--- config.mk ---
export PLATFORM = sky130hd
export DESIGN_NAME = spike_aer_encoder
export DESIGN_NICKNAME = d
export VERILOG_FILES = /design/src/rtl/snn_pkg.sv /design/src/rtl/lowest_set_bit.sv /design/src/rtl/spike_aer_encoder.sv
export SDC_FILE = /design/constraint.sdc
export NUM_CORES = 1
export LEC_CHECK = 0
export ABC_AREA = 1
export CORE_MARGIN = 3
export CORE_UTILIZATION = 50
export CTS_CLUSTER_SIZE = 10
export DETAILED_ROUTE_END_ITERATION = 8
export GPL_TIMING_DRIVEN = 0
export PLACE_DENSITY = 0.74
export SYNTH_ARGS = -nofsm -noshare
export SYNTH_HDL_FRONTEND = slang
export SYNTH_SLANG_ARGS = --single-unit
--- constraint.sdc ---
create_clock -name clk -period 3.39 [get_ports clk]
set_clock_uncertainty 0.15 [all_clocks]
set_input_delay 0.339 -clock clk [delete_from_list [all_inputs] [get_ports clk]]
set_output_delay 0.339 -clock clk [all_outputs]
set_load 0.005 [all_outputs]
--- src/rtl/snn_pkg.sv ---
// Shared types for the spiking pipeline: encoder states, AER event layout and sizing helper.
package snn_pkg;

    localparam int AER_ADDRW = 12;

    typedef enum logic [1:0] {
        S_IDLE = 2'd0,
        S_LOAD = 2'd1,
        S_SCAN = 2'd2,
        S_EOT  = 2'd3
    } enc_state_t;

    typedef struct packed {
        logic                 eot;
        logic [AER_ADDRW-1:0] addr;
    } aer_evt_t;

    function automatic int ceil_div(input int num, input int den);
        return (num + den - 1) / den;
    endfunction

endpackage

--- src/rtl/lowest_set_bit.sv ---
// Combinational priority encoder: index of the lowest set bit of vec, plus a found flag.
module lowest_set_bit #(
    parameter int W  = 8,
    parameter int IW = (W > 1) ? $clog2(W) : 1
) (
    input  logic [W-1:0]  vec,
    output logic [IW-1:0] idx,
    output logic          found
);

    // Scan from the top so the lowest set bit is the one left standing.
    always_comb begin
        idx   = '0;
        found = 1'b0;
        for (int i = W - 1; i >= 0; i--) begin
            idx   = vec[i] ? IW'(i) : idx;
            found = found | vec[i];
        end
    end

endmodule

--- src/rtl/spike_aer_encoder.sv ---
// Packed spike words -> one AER event per set bit, closed by an end-of-timestep marker.
// Optional macro SPIKE_COUNT_EN builds the per-timestep spike counter behind o_spike_count.
module spike_aer_encoder
    import snn_pkg::*;
#(
    parameter int N          = 4096,
    parameter int ADDRW      = 12,
    parameter int PACK_WIDTH = 8
) (
    input  logic                  clk,
    input  logic                  rst,
    input  logic                  i_start,
    output logic                  o_busy,
    input  logic                  i_spike_valid,
    input  logic [PACK_WIDTH-1:0] i_spike_data,
    output logic                  o_spike_ready,
    output logic                  o_evt_valid,
    output logic [ADDRW-1:0]      o_evt_addr,
    output logic                  o_evt_eot,
    input  logic                  i_evt_ready,
    output logic [ADDRW:0]        o_spike_count
);

    localparam int NWORDS = ceil_div(N, PACK_WIDTH);
    localparam int WIW    = (NWORDS > 1) ? $clog2(NWORDS) : 1;
    localparam int IW     = (PACK_WIDTH > 1) ? $clog2(PACK_WIDTH) : 1;
    localparam int AW1    = ADDRW + 1;

    enc_state_t            state_r;
    logic [WIW-1:0]        word_idx_r;
    logic [ADDRW-1:0]      word_base_r;
    logic [PACK_WIDTH-1:0] mask_r;
    logic                  last_r;
    logic                  evt_valid_r;
    logic                  evt_eot_r;
    logic [ADDRW-1:0]      evt_addr_r;

    logic [PACK_WIDTH-1:0] keep_s;
    logic [PACK_WIDTH-1:0] enc_in_s;
    logic [PACK_WIDTH-1:0] rest_s;
    logic [IW-1:0]         lsb_idx_s;
    logic                  lsb_found_s;
    logic                  last_word_s;
    logic [ADDRW-1:0]      lsb_addr_s;

    // Bits of the current word that map to a real neuron (trims the partial last word).
    always_comb begin
        keep_s = '0;
        for (int b = 0; b < PACK_WIDTH; b++) begin
            keep_s[b] = (({1'b0, word_base_r} + AW1'(b)) < AW1'(N));
        end
    end

    // One encoder serves both the incoming word and the remaining mask; mask_r holds
    // only the bits not yet presented, so the presented event is already cleared.
    assign enc_in_s    = (state_r == S_SCAN) ? mask_r : (i_spike_data & keep_s);
    assign rest_s      = enc_in_s & ~({{(PACK_WIDTH-1){1'b0}}, 1'b1} << lsb_idx_s);
    assign lsb_addr_s  = word_base_r + ADDRW'(lsb_idx_s);
    assign last_word_s = (word_idx_r == WIW'(NWORDS - 1));

    lowest_set_bit #(
        .W  (PACK_WIDTH),
        .IW (IW)
    ) u_lsb (
        .vec   (enc_in_s),
        .idx   (lsb_idx_s),
        .found (lsb_found_s)
    );

    // Encoder FSM with registered event outputs.
    always_ff @(posedge clk or posedge rst) begin
        if (rst) begin
            state_r     <= S_IDLE;
            word_idx_r  <= '0;
            word_base_r <= '0;
            mask_r      <= '0;
            last_r      <= 1'b0;
            evt_valid_r <= 1'b0;
            evt_eot_r   <= 1'b0;
            evt_addr_r  <= '0;
        end else begin
            case (state_r)
                S_IDLE: begin
                    if (i_start) begin
                        word_idx_r  <= '0;
                        word_base_r <= '0;
                        state_r     <= S_LOAD;
                    end
                end
                S_LOAD: begin
                    if (i_spike_valid) begin
                        word_idx_r <= word_idx_r + WIW'(1);
                        last_r     <= last_word_s;
                        if (lsb_found_s) begin
                            evt_valid_r <= 1'b1;
                            evt_eot_r   <= 1'b0;
                            evt_addr_r  <= lsb_addr_s;
                            mask_r      <= rest_s;
                            state_r     <= S_SCAN;
                        end else if (last_word_s) begin
                            evt_valid_r <= 1'b1;
                            evt_eot_r   <= 1'b1;
                            evt_addr_r  <= '0;
                            state_r     <= S_EOT;
                        end else begin
                            word_base_r <= word_base_r + ADDRW'(PACK_WIDTH);
                        end
                    end
                end
                S_SCAN: begin
                    if (i_evt_ready) begin
                        if (lsb_found_s) begin
                            evt_addr_r <= lsb_addr_s;
                            mask_r     <= rest_s;
                        end else if (last_r) begin
                            evt_eot_r  <= 1'b1;
                            evt_addr_r <= '0;
                            state_r    <= S_EOT;
                        end else begin
                            evt_valid_r <= 1'b0;
                            word_base_r <= word_base_r + ADDRW'(PACK_WIDTH);
                            state_r     <= S_LOAD;
                        end
                    end
                end
                S_EOT: begin
                    if (i_evt_ready) begin
                        evt_valid_r <= 1'b0;
                        evt_eot_r   <= 1'b0;
                        state_r     <= S_IDLE;
                    end
                end
                default: begin
                    evt_valid_r <= 1'b0;
                    evt_eot_r   <= 1'b0;
                    state_r     <= S_IDLE;
                end
            endcase
        end
    end

    assign o_busy        = (state_r != S_IDLE);
    assign o_spike_ready = (state_r == S_LOAD);
    assign o_evt_valid   = evt_valid_r;
    assign o_evt_eot     = evt_eot_r;
    assign o_evt_addr    = evt_addr_r;

`ifdef SPIKE_COUNT_EN
    logic [ADDRW:0] cnt_r;
    logic [ADDRW:0] spike_count_r;

    // Running spike count for the open timestep, published on the marker handshake.
    always_ff @(posedge clk or posedge rst) begin
        if (rst) begin
            cnt_r         <= '0;
            spike_count_r <= '0;
        end else begin
            if ((state_r == S_IDLE) && i_start) begin
                cnt_r <= '0;
            end else if ((state_r == S_SCAN) && i_evt_ready) begin
                cnt_r <= cnt_r + AW1'(1);
            end
            if ((state_r == S_EOT) && i_evt_ready) begin
                spike_count_r <= cnt_r;
            end
        end
    end

    assign o_spike_count = spike_count_r;
`else
    assign o_spike_count = '0;
`endif

endmodule
==> results of run 1 <==
==> cells by family after synthesis <==
kind of cell / synth area share [%]
buf+inv: 13.9
xor+xnor: 1.29
compound gates: 6.56
fa+ha+maj: 3.70
simple gates: 34.7
flops: 39.7
other cells: 0.138
==> through the flow <==
step                      hold slack (ns)  utilization [%]  instances
after floorplan                     0.286                -        377
after global placement              0.302             60.3        475
final                               0.101             62.3        484
after global routing                0.102             62.3        484
after detailed placement            0.304             60.7        476
after CTS                          0.0947             62.3        484
==> per-layer routing <==
| metal | GRT usage [%] | vias to the layer above | wire [µm] | part of all wire (%) |
|---|---|---|---|---|
| met5 | 0 | - | 0 | 0 |
| met4 | 7.39 | 0 | 89 | 1.7 |
| met3 | 3.72 | 7 | 211 | 4.1 |
| met2 | 31.7 | 36 | 2490 | 49 |
| met1 | 22.3 | 976 | 2330 | 46 |
| li1 | - | 1189 | - | - |
==> power groups by stage <==
stage | Sequential, mW | Clock, mW | Combinational, mW
2_1_floorplan | 0.717 | 0 | 0.934
3_3_place_gp | 0.730 | 0 | 1.23
3_5_place_dp | 0.733 | 0 | 1.25
4_1_cts | 0.723 | 0.331 | 1.26
5_1_grt | 0.741 | 0.354 | 1.43
6_report | 0.723 | 0.318 | 1.24
==> sequential cells by signal (all words and copies together) (netlist names) <==
| signal | cells |
|---|---|
| mask_r | 8 |
| word_base_r | 9 |
| last_r | 1 |
| word_idx_r | 9 |
| o_evt_valid | 1 |
| o_evt_addr | 12 |
| state_r | 2 |
| o_evt_eot | 1 |
==> cells in the final DEF (no fill, tap or decap), drive strengths merged <==
master / instances
a21oi: 9
xor2: 4
nor2: 30
or2: 1
dfrtp: 43
o22ai: 1
ha: 8
clkinv: 2
nand2: 145
conb: 13
clkdlybuf4s50: 28
nand3: 21
nor3: 1
a211oi: 1
inv: 53
nand4: 5
o21bai: 1
clkbuf: 7
buf: 20
o21ai: 20
nand3b: 1
==> worst max-delay path: stages, from the launching register on <==
cell and delay [ns]:
dfrtp_1 0.43, inv_1 0.11, ha_1 0.22, buf_6 0.14, inv_4 0.06, buf_12 0.13, nand2_2 0.05, nand2_2 0.08
nand2_2 0.08, nor2_4 0.17, nand2_4 0.10, nand3_4 0.13, inv_4 0.07, buf_6 0.14, nand2_1 0.07, nand2_1 0.05
==> final cells by class <==
type	instances	area, µm²
Tap cell	70	87.6
Buffer	19	168
Timing Repair Buffer	29	300
Clock buffer	7	76.3
Fill cell	473	1950
Multi-Input combinational cell	261	1300
Sequential cell	43	1080
Clock inverter	1	5.00
Inverter	54	208
==> worst max-delay path by stage <==
| stage | start | end | slack, ns | depth (start not counted) |
|---|---|---|---|---|
| 2_1_floorplan | state_r[0] | o_evt_eot | 1.34 | 16 |
| 3_3_place_gp | rst | mask_r[0] | 0.95 | 2 |
| 3_5_place_dp | i_spike_valid | word_idx_r[7] | 1.10 | 12 |
| 4_1_cts | state_r[0] | o_evt_addr[5] | 1.08 | 15 |
| 5_1_grt | state_r[0] | o_evt_valid | 0.85 | 15 |
| 6_report | state_r[0] | o_evt_addr[5] | 1.09 | 15 |
==> impl_metrics.csv, run 1 <==
group,metric,value,unit
finish,diodes,0,
sta,fin_crit,2.30,ns
clocking,h-tree-depth,2,
global_route,grt.total_usage,18.4,%
placed_design,placed_cell_area,3140,µm²
route,drc,0,
placed_design,hpwl,3870,µm
synthesis,synth_area_leaders,"dfrtp_1, nand2_1, inv_1",
floorplanning,die-area,6330,µm²
finish,fin_nets,434,
global_route,grt_pass1_wl,9140,µm
sta,hold_viol,0,
floorplanning,rows,26,
power_and_ir_drop,share_comb_of_total_power,54.4,%
floorplanning,die_h,79.6,µm
clocking,cts_setup_buffers,0,
synthesis,syn_area,2710,µm²
power_and_ir_drop,p_seq_share,31.7,%
synthesis,ys_seq_area_share,39.7,%
power_and_ir_drop,power_density,709,nW/µm²
setup_path,cp_max_fo,10,
setup_path,cp_data_arrival_time,2.34,ns
route,drtIter0Drc,94,
route,via_per_inst,4.56,
status,status,"completed",
placed_design,port-buffer-count,28,
synthesis,synthDistinctLibCells,32,
power_and_ir_drop,power,2.28,mW
finish,drive_gt1_share,14.5,%
floorplanning,die_w,79.6,µm
power_and_ir_drop,ir_drop,0.403,mV
sta,rsz0062_at_grt,"false",
job,maxCapViolCount,0,
floorplanning,initial_utilization,52.3,%
clocking,numCtsBuffers,5,
synthesis,synthDominantCellAreaShare,39.7,%
synthesis,synth_edf_count,0,
route,ant_nets,0,
synthesis,yosys-top-cells-count,"nand2_1, inv_1, dfrtp_1",
worst_hold_path,hp-class,"input port to async pin",
sta,fin_crit_sh,67.8,%
sta,fin_ws,1.09,ns
sta,slew_violations,0,
clocking,clock_path_buffers,2,
route,wl_per_cell,10.6,µm
sta,max_freq,435,MHz
synthesis,yosys.area.top_type,"dfrtp_1",
synthesis,synth_flop_cell,"dfrtp_1",
synthesis,synth_seq_cells,43,
setup_path,cp-start-kind,"register",
clocking,cts.sinks,43,
setup_path,r2r_slack,1.09,ns
power_and_ir_drop,p_sw,1.01,mW
route,routed_wl,5130,µm
clocking,cts_hold_buf,0,
placed_design,place.gp.congestion,0.866,
global_route,first_global_vias,2082,
power_and_ir_drop,clkPwrFrac,13.9,%
setup_path,crit_required,3.43,ns
global_route,grt_max_degree,38,
synthesis,syn_inst,365,
route,via_count,2208,
floorplanning,core_area,5170,µm²
synthesis,ys_async_sr_fraction,100,%
global_route,overflow,0,
global_route,antenna_found_initial,0,
finish,final_area,3220,µm²
setup_path,rr_worst_depth,15,
sta,setup-tns-final,0,ns
setup_path,reg2reg_to,"o_evt_addr[5]",
sta,setup_viol,0,
route,dr.pass1.iters,4,
clocking,cts_root_buf,"clkbuf_8",
setup_path,cp-end-kind,"register",
sta,tightestPinTransition,0.614,ns
clocking,cts_tree,"yes",
power_and_ir_drop,internal-power,1.28,mW
floorplanning,ios,42,
clocking,clk-insertion-delay-late,0.30,ns
synthesis,yosysMostFrequentCell,"nand2_1",
setup_path,crit_type,"register to register",
placed_design,dpl_worst_slack,1.10,ns
clocking,clk_pin_slew,0.08,ns
finish,syn_to_final_growth,19.0,%
sta,slew_headroom,58.6,%
synthesis,synth_area_per_cell,7.42,µm²
synthesis,ys_warn_count,0,
setup_path,timing.rr.start,"state_r[0]",
power_and_ir_drop,power_leakage,1.74,nW
power_and_ir_drop,switching_share,44.1,%
clocking,cts_resized,0,
Note: power is estimated with default switching activity, not from simulation.
==> inputs of run 2 (changes only) <==
--- a/config.mk
+++ b/config.mk
@@ -7,11 +7,11 @@
 export LEC_CHECK = 0
 export ABC_AREA = 1
 export CORE_MARGIN = 3
-export CORE_UTILIZATION = 50
+export CORE_UTILIZATION = 49
 export CTS_CLUSTER_SIZE = 10
 export DETAILED_ROUTE_END_ITERATION = 8
 export GPL_TIMING_DRIVEN = 0
-export PLACE_DENSITY = 0.74
+export PLACE_DENSITY = 0.76
 export SYNTH_ARGS = -nofsm -noshare
 export SYNTH_HDL_FRONTEND = slang
 export SYNTH_SLANG_ARGS = --single-unit
==> constraint.sdc (replaced) <==
create_clock -name clk -period 2 [get_ports clk]
set_clock_uncertainty 0.15 [all_clocks]
set_input_delay 0.2 -clock clk [delete_from_list [all_inputs] [get_ports clk]]
set_output_delay 0.2 -clock clk [all_outputs]
set_load 0.005 [all_outputs]
==> run 2 against run 1 <==
The run now ends with setup timing left; cell count grew 7.6%; worst setup slack lost 1.2 ns; critical path type unchanged; register-to-register slack lost 1.2 ns; utilization grew 11 points; combinational power grew to 2.8 times the previous value; sequential power grew 70%; via count grew 15%; global-route usage grew 2.7 points; flip-flop and latch count is the same.
==> impl_metrics.csv, run 2 (synthesized netlist as in run 1, its figures left out) <==
group,metric,value,unit
status,status,"complete, but fails checks",
status,violations,"setup timing",
floorplanning,rows,26,
floorplanning,die_h,80.3,µm
route,via_count,2542,
finish,drive_gt1_share,33.3,%
global_route,first_global_vias,2457,
worst_hold_path,hp-class,"input port to async pin",
setup_path,crit_slowest_cell,"dfrtp_1",
setup_path,max_stage_delay,0.40,ns
finish,layout_common_cells,"nand2_1, inv_1, dfrtp_1",
clocking,cts.sinks,43,
route,ant_nets,0,
setup_path,crit_required,2.08,ns
route,wl_per_cell,12.8,µm
power_and_ir_drop,power_leakage,2.02,nW
sta,hold_viol,0,
sta,hold-worst-slack,0.270,ns
clocking,h-tree-depth,2,
power_and_ir_drop,ir_drop,0.614,mV
sta,fin_crit,2.15,ns
clocking,cts_tree,"yes",
job,maxCapViolCount,0,
finish,fin_nets,471,
placed_design,hpwl,3810,µm
placed_design,dp.cells,475,
global_route,antenna_found_initial,0,
placed_design,port-buffer-count,28,
placed_design,placed_cell_area,3170,µm²
global_route,grt_max_degree,44,
route,via_per_inst,4.88,
sta,rsz0062_at_grt,"true",
floorplanning,ios,42,
finish,syn_to_final_growth,42.2,%
route,dr.pass1.iters,5,
finish,diodes,0,
sta,max_freq,464,MHz
power_and_ir_drop,power_density,1350,nW/µm²
setup_path,cp_max_fo,6,
setup_path,cp-end-kind,"register",
finish,fin_util,73.5,%
clocking,numCtsBuffers,5,
global_route,grt_pass1_wl,10700,µm
setup_path,cp_common_cell,"nand2_4",
setup_path,worstPathCellList,"inv_2 > ha_4 > inv_4 > buf_12 > buf_12 > nand2_4 > nand2_4 > nand2_4 > nor2_4 > nand2_4 > nand3_4 > buf_4 > buf_6 > nor2_2 > nand2_1 > o21ai_2",
floorplanning,die_w,80.3,µm
clocking,cts_hold_buf,0,
placed_design,place.gp.congestion,0.888,
setup_path,cp-start-kind,"register",
sta,slew_violations,0,
sta,tightestPinTransition,0.905,ns
setup_path,crit_type,"register to register",
setup_path,crit_buf_inv,6,
route,drc,0,
finish,final_area,3850,µm²
global_route,grt.total_usage,21.1,%
route,routed_wl,6680,µm
clocking,cts_root_buf,"clkbuf_8",
finish,largest_reg_flops,12,
floorplanning,core_area,5240,µm²
route,drtIter0Drc,104,
sta,fin_crit_sh,108,%
setup_path,crit_family,"buffers and inverters",
clocking,clk-insertion-delay-late,0.29,ns
sta,slew_headroom,39.6,%
floorplanning,die-area,6450,µm²
clocking,clock_path_buffers,2,
sta,fin_ws,-0.155,ns
finish,instances_no_fill,521,
sta,setup_viol,32,
clocking,clk_pin_slew,0.08,ns
floorplanning,initial_utilization,51.7,%
setup_path,cp_data_arrival_time,2.23,ns
finish,final_common_cell,"nand2_1",
global_route,overflow,0,
-- run 2: cell count changes in the layout (fill, tap and decap cells not counted), sizes merged --
cell | before | now
dlygate4sd2 | 0 | 1
dlymetal6s2s | 0 | 1
clkdlybuf4s50 | 28 | 26
buf | 20 | 57
-- run 2: worst register-to-register path, stage by stage, from the launching register on --
cell     delay [ns]
dfrtp_1        0.40
inv_2          0.09
ha_4           0.18
inv_4          0.05
buf_12         0.13
buf_12         0.12
nand2_4        0.05
nand2_4        0.06
nand2_4        0.08
nor2_4         0.06
nand2_4        0.10
nand3_4        0.11
buf_4          0.16
buf_6          0.12
nor2_2         0.09
nand2_1        0.09
o21ai_2        0.06
-- run 2: what timing repair did --
item / in CTS / in global routing
cloned: 2 / 0
resized for setup: 42 / 47
pin swaps: 18 / 9
hold endpoints to repair: 0 / 0
setup buffers: 28 / 10
setup endpoints to repair: 40 / 40
-- run 2: worst paths after layout --
kind | from | to | slack (ns) | cells past startpoint
max | state_r[0] | mask_r[6] | -0.15 | 16
min | rst | word_idx_r[4] | 0.27 | 2
max reg2reg | state_r[0] | mask_r[6] | -0.15 | 16
min reg2reg | o_evt_addr[10] | o_evt_addr[10] | 0.33 | 2
max in group asynchronous | rst | word_base_r[6] | 0.87 | 2
min in group clk | o_evt_addr[10] | o_evt_addr[10] | 0.33 | 2
-- run 2: through the flow --
step	power (mW)	setup slack [ns]	setup TNS [ns]
finish	5.20	-0.155	-2.78
CTS	4.71	-0.0990	-0.990
global placement	3.37	-0.254	-16.23
global route	5.60	-0.263	-6.56
detailed placement	3.42	-0.296	-6.93
floorplan	2.86	-0.0111	-0.0111
-- run 2: report_power, final --
| part | switching [mW] | internal (mW) | leakage [nW] |
|---|---|---|---|
| registers | 0.145 | 1.08 | 0.575 |
| clock network | 0.289 | 0.245 | 0.0422 |
| logic | 1.84 | 1.60 | 1.40 |
| total | 2.27 | 2.93 | 2.02 |
-- run 2: layout make-up --
cell class,instances,area [µm²]
buffer,18,174
clock buffer,7,76.3
clock inverter,1,5.00
fill,368,1390
inverter,54,216
multi-input combinational,261,1560
sequential,43,1080
tap,70,87.6
timing repair buffer,67,657
-- run 2: routing by layer --
metal  share of wire (%)  vias up  track usage [%]
met5                   0        -                0
met4                 1.7        0             7.43
met3                 4.3       15             4.48
met2                  53       71             37.7
met1                  41     1194             24.9
li1                    -     1262                -
